--- config.mk ---
export PLATFORM = sky130hd
export DESIGN_NAME = modulation_swapchain
export DESIGN_NICKNAME = d
export VERILOG_FILES = /design/src/rtl/modulation_swapchain.sv
export SDC_FILE = /design/constraint.sdc
export NUM_CORES = 1
export LEC_CHECK = 0
export BUFFER_PORTS_ARGS = -buffer_cell sky130_fd_sc_hd__buf_2
export CAP_MARGIN = 10
export CORE_ASPECT_RATIO = 1.75
export CORE_MARGIN = 2
export CORE_UTILIZATION = 58
export CTS_CLUSTER_SIZE = 16
export DETAILED_ROUTE_END_ITERATION = 16
export GPL_TIMING_DRIVEN = 0
export PLACE_DENSITY = 0.86
export SLEW_MARGIN = 20
export SYNTH_ARGS = -nofsm -noshare
export SYNTH_HDL_FRONTEND = slang
export SYNTH_SLANG_ARGS = --single-unit
--- constraint.sdc ---
create_clock -name CLK -period 14.9 [get_ports CLK]
set_clock_uncertainty 0.1 [all_clocks]
set_input_delay 2.235 -clock CLK [delete_from_list [all_inputs] [get_ports CLK]]
set_output_delay 2.235 -clock CLK [all_outputs]
set_load 0.005 [all_outputs]
--- src/rtl/modulation_swapchain.sv ---
// Modulation swapchain: picks which per-segment timer index drives the
// modulation memory read address, handling segment switches and loop stops.
module modulation_swapchain #(
    parameter int IDX_W = 15
) (
    input  logic             CLK,
    input  logic             RST,
    input  logic [63:0]      SYS_TIME,
    input  logic             UPDATE_SETTINGS,
    input  logic             REQ_SEGMENT,
    input  logic [7:0]       TRANSITION_MODE,
    input  logic [63:0]      TRANSITION_VALUE,
    input  logic [15:0]      REP,
    input  logic [IDX_W-1:0] CYCLE_0,
    input  logic [IDX_W-1:0] CYCLE_1,
    input  logic [IDX_W-1:0] IDX_0_IN,
    input  logic [IDX_W-1:0] IDX_1_IN,
    output logic             SEGMENT,
    output logic [IDX_W-1:0] IDX_OUT,
    output logic             STOP,
    output logic             BUSY
);

    typedef enum logic [1:0] {
        RUN,
        WAIT_IDX,
        WAIT_TIME,
        STOPPED
    } state_t;

    localparam logic [7:0]  MODE_SYNC_IDX  = 8'h00;
    localparam logic [7:0]  MODE_SYS_TIME  = 8'h01;
    localparam logic [7:0]  MODE_IMMEDIATE = 8'hFF;
    localparam logic [15:0] REP_INF        = 16'hFFFF;

    state_t           state, state_n;
    logic             seg, seg_n;
    logic [IDX_W-1:0] idx, idx_n;
    logic             stop, stop_n;
    logic             busy, busy_n;
    logic [15:0]      rep_act, rep_n;
    logic [15:0]      loop_cnt, loop_n;
    logic [IDX_W-1:0] prev_0, prev_1;
    logic             pend_seg, pend_seg_n;
    logic [63:0]      pend_val, pend_val_n;
    logic [15:0]      pend_rep, pend_rep_n;

    logic             wrap_0, wrap_1, wrap_act, wrap_req;
    logic [IDX_W-1:0] idx_act, cyc_act;
    logic             commit;
    logic             c_seg;
    logic [15:0]      c_rep;

    assign wrap_0   = IDX_0_IN < prev_0;
    assign wrap_1   = IDX_1_IN < prev_1;
    assign wrap_act = seg ? wrap_1 : wrap_0;
    assign wrap_req = pend_seg ? wrap_1 : wrap_0;
    assign idx_act  = seg ? IDX_1_IN : IDX_0_IN;
    assign cyc_act  = seg ? CYCLE_1 : CYCLE_0;

    // State, output and pending-request registers
    always_ff @(posedge CLK or posedge RST) begin
        if (RST) begin
            state    <= RUN;
            seg      <= 1'b0;
            idx      <= '0;
            stop     <= 1'b0;
            busy     <= 1'b0;
            rep_act  <= REP_INF;
            loop_cnt <= '0;
            prev_0   <= '0;
            prev_1   <= '0;
            pend_seg <= 1'b0;
            pend_val <= '0;
            pend_rep <= REP_INF;
        end else begin
            state    <= state_n;
            seg      <= seg_n;
            idx      <= idx_n;
            stop     <= stop_n;
            busy     <= busy_n;
            rep_act  <= rep_n;
            loop_cnt <= loop_n;
            prev_0   <= IDX_0_IN;
            prev_1   <= IDX_1_IN;
            pend_seg <= pend_seg_n;
            pend_val <= pend_val_n;
            pend_rep <= pend_rep_n;
        end
    end

    // Playback step, request handling and commit selection
    always_comb begin
        state_n    = state;
        seg_n      = seg;
        idx_n      = idx;
        stop_n     = stop;
        busy_n     = busy;
        rep_n      = rep_act;
        loop_n     = loop_cnt;
        pend_seg_n = pend_seg;
        pend_val_n = pend_val;
        pend_rep_n = pend_rep;
        commit     = 1'b0;
        c_seg      = pend_seg;
        c_rep      = pend_rep;

        // Active segment keeps looping/stopping even while a switch waits
        if (stop) begin
            idx_n = cyc_act;
        end else begin
            idx_n = idx_act;
            if (rep_act != REP_INF && wrap_act) begin
                if (loop_cnt == rep_act) begin
                    stop_n = 1'b1;
                    idx_n  = cyc_act;
                end else begin
                    loop_n = loop_cnt + 16'd1;
                end
            end
        end
        if (state == RUN || state == STOPPED)
            state_n = stop_n ? STOPPED : RUN;

        if (UPDATE_SETTINGS) begin
            if (REQ_SEGMENT == seg) begin
                pend_seg_n = REQ_SEGMENT;
                pend_val_n = TRANSITION_VALUE;
                pend_rep_n = REP;
                rep_n      = REP;
                loop_n     = '0;
                stop_n     = 1'b0;
                busy_n     = 1'b0;
                idx_n      = idx_act;
                state_n    = RUN;
            end else begin
                case (TRANSITION_MODE)
                    MODE_IMMEDIATE: begin
                        pend_seg_n = REQ_SEGMENT;
                        pend_val_n = TRANSITION_VALUE;
                        pend_rep_n = REP;
                        commit     = 1'b1;
                        c_seg      = REQ_SEGMENT;
                        c_rep      = REP;
                    end
                    MODE_SYNC_IDX: begin
                        pend_seg_n = REQ_SEGMENT;
                        pend_val_n = TRANSITION_VALUE;
                        pend_rep_n = REP;
                        busy_n     = 1'b1;
                        state_n    = WAIT_IDX;
                    end
                    MODE_SYS_TIME: begin
                        pend_seg_n = REQ_SEGMENT;
                        pend_val_n = TRANSITION_VALUE;
                        pend_rep_n = REP;
                        busy_n     = 1'b1;
                        state_n    = WAIT_TIME;
                    end
                    default: ;
                endcase
            end
        end else if (state == WAIT_IDX && wrap_req) begin
            commit = 1'b1;
        end else if (state == WAIT_TIME && SYS_TIME >= pend_val) begin
            commit = 1'b1;
        end

        if (commit) begin
            seg_n   = c_seg;
            idx_n   = c_seg ? IDX_1_IN : IDX_0_IN;
            rep_n   = c_rep;
            loop_n  = '0;
            stop_n  = 1'b0;
            busy_n  = 1'b0;
            state_n = RUN;
        end
    end

    assign SEGMENT = seg;
    assign IDX_OUT = idx;
    assign STOP    = stop;
    assign BUSY    = busy;

endmodule

==> impl_metrics.tcl <==
set metrics [dict create \
    outcome "finished clean" \
    layout_setup_ws_ns 9.95 \
    drtPass1Iterations 4 \
    cts_tree "done" \
    switching_share 0.345 \
    netlist_instances 838 \
    path_max_fanout 10 \
    grt_pass1_wl_mm 35.9 \
    fin_crit_sh 0.332 \
    pwr_density_cell_mw_per_mm2 168 \
    floorplan.initialDensity 0.595 \
    synth_area_mm2 0.00920 \
    post_cts_resized 0 \
    pwr-share-clk 0.217 \
    ir_drop_mv 0.0972 \
    die-area_mm2 0.0169 \
    clockBufferDepth 2 \
    synth_adder_area_share 0.129 \
    htreeDepth 4 \
    cp.required_ns 15.09 \
    power_switching_mw 0.647 \
    grt_max_degree 85 \
    slew_viol_final 0 \
    synth_compound_area_frac 0.116 \
    synth_top_family_by_area "multiplexers" \
    p_total_mw 1.88 \
    worst_pin_slew_ns 0.806 \
    hpwl_mm 17.5 \
    clock_latency_ns 0.42 \
    finalSetupViolCount 0 \
    p_int_mw 1.23 \
    syn_area_per_cell_um2 11.0 \
    synth-xor-area-share 0.0305 \
    worstSetupPathType "input pin to register" \
    syn2layout_area_growth_pct 21.6 \
    die_h_um 171 \
    post-place-ws_ns 9.49 \
    hold_violations 0 \
    synthFlopType "dfrtp_1" \
    vias 7295 \
    hp-class "register to register" \
    drive_above_1_share 0.398 \
    io_buffers 232 \
    critical_path_arrival_ns 5.14 \
    core-area_mm2 0.0155 \
    tritoncts.num_buffers 17 \
    drt-initial-drc-count 297 \
    synth.area.mux_share 0.130 \
    timing.fmax_ghz 0.202 \
    path_clk_slew_ns 0.06 \
    final_common_cell "buf_2" \
    rows 60 \
    fin_crit_ns 4.95 \
    routed_via_density 5.62 \
    seq_area_frac_synth 0.448 \
    cp-start-kind "input pin" \
    syn_nets 1149 \
    design_area_mm2 0.0112 \
    synth-edff-count 0 \
    finalNetCount 1401 \
    die_w_um 99.2 \
    ff2ff_setup_slack_ns 11.46 \
    seq_power_share 0.392 \
    num_io_pins 234 \
    synth-simple-area-share 0.0838 \
    placed_cell_area_mm2 0.0106 \
    track_usage 0.269 \
    clock-sinks 163 \
    rsz0062_at_grt "false" \
    slew_headroom 0.459 \
    drt_wl_total_mm 22.3 \
    mostFrequentLayoutCells "248 x buf_2, 131 x dfrtp_1, 122 x inv_1" \
    hold_buffers 0 \
    overflow 0 \
    synth_seq_cells 163 \
    drv_cap 0 \
    ant_nets 0 \
    fillers 1094 \
    gp_congestion 0.865 \
    cts_root_buf "clkbuf_16" \
    power_frac_comb 0.391 \
    drc 0 \
    post-route-util 0.724 \
    grt_pass1_vias 7739 \
    ys_types 51 \
    synth_warnings 0 \
    wl_per_cell_um 17.2 \
    critPathCaptureType "register" \
    async_flop_share 1.00 \
    setup_tns_ns 0 \
    p_leak_nw 5.65 \
    antenna_found_initial 5 \
    postCtsSetupBuffers 0 \
]
final timing paths:
check,from,to,cells past startpoint
setup / recovery,SYS_TIME[59],IDX_OUT[8],12
min in group asynchronous,RST,pend_val[22],2
setup reg to reg,pend_val[62],IDX_OUT[8],12
hold / removal,pend_val[5],pend_val[5],1
hold reg to reg,pend_val[5],pend_val[5],1
max in group asynchronous,RST,pend_rep[15],3
power groups by stage:
| stage | Clock (mW) | Combinational [mW] | Sequential (mW) |
|---|---|---|---|
| 2_1_floorplan | 0 | 0.537 | 0.717 |
| 3_3_place_gp | 0 | 0.697 | 0.732 |
| 3_5_place_dp | 0 | 0.732 | 0.741 |
| 4_1_cts | 0.414 | 0.739 | 0.734 |
| 5_1_grt | 0.434 | 0.818 | 0.753 |
| 6_report | 0.408 | 0.733 | 0.736 |
cells by family after synthesis:
| family | Yosys count |
|---|---|
| buf+inv | 146 |
| compound gates | 143 |
| flops | 163 |
| mux | 103 |
| xor+xnor | 32 |
| fa+ha+maj | 95 |
| simple gates | 156 |
sequential cells by signal, summed over array words and instances, names as in the netlist:
signal    count
IDX_OUT      15
pend_seg      1
rep_act      16
STOP          1
pend_val     64
prev_1       15
SEGMENT       1
loop_cnt     16
state         2
BUSY          1
prev_0       15
pend_rep     16
area by class of cell:
cell class	count	area, um2	area share
diodes	8	20.0	0.00179
well taps	186	233	0.0208
multi-input cells	529	4500	0.402
inverters	123	469	0.0419
clock buffers	20	447	0.0399
clock inverters	12	96.3	0.00861
repair buffers	233	1190	0.106
plain buffers	23	118	0.0105
flip-flops and latches	163	4120	0.368
cells in the mapped netlist, drive strengths merged (7+ instances only):
cell | n | area, um2
a21oi | 47 | 243
buf | 18 | 98.9
dfrtp | 131 | 3280
dfstp | 32 | 841
ha | 95 | 1190
inv | 123 | 462
mux2 | 99 | 1110
nand2 | 54 | 203
nand3 | 13 | 65.1
nand4 | 23 | 144
nor2 | 31 | 116
nor4 | 7 | 43.8
o21a | 18 | 135
o21ai | 21 | 105
o221ai | 12 | 168
o22a | 16 | 140
xnor2 | 10 | 87.6
xor2 | 22 | 193
layer usage:
metal	wire, um	global-route usage	vias up
met1	7740	0.276	3546
met4	945	0.145	0
met2	12600	0.506	225
li1	-	-	3462
met5	0	0	-
met3	1060	0.0486	62
critical path: stages:
cell      delay, ns
buf_2          0.10
ha_1           0.31
nand4_1        0.18
nor4_1         0.63
nand3_1        0.23
nor2_1         0.18
a32oi_2        0.10
a21oi_2        0.33
nor4_1         0.11
a211oi_2       0.32
buf_4          0.29
o221ai_2       0.12
through the flow:
stage / std cells / hold WS, ns
final: 1297 / 0.405
after CTS: 1289 / 0.407
after floorplan: 838 / 0.379
after global placement: 1256 / 0.388
after detailed placement: 1257 / 0.393
after global routing: 1296 / 0.417
No activity file was read; power rests on OpenSTA's default activity.
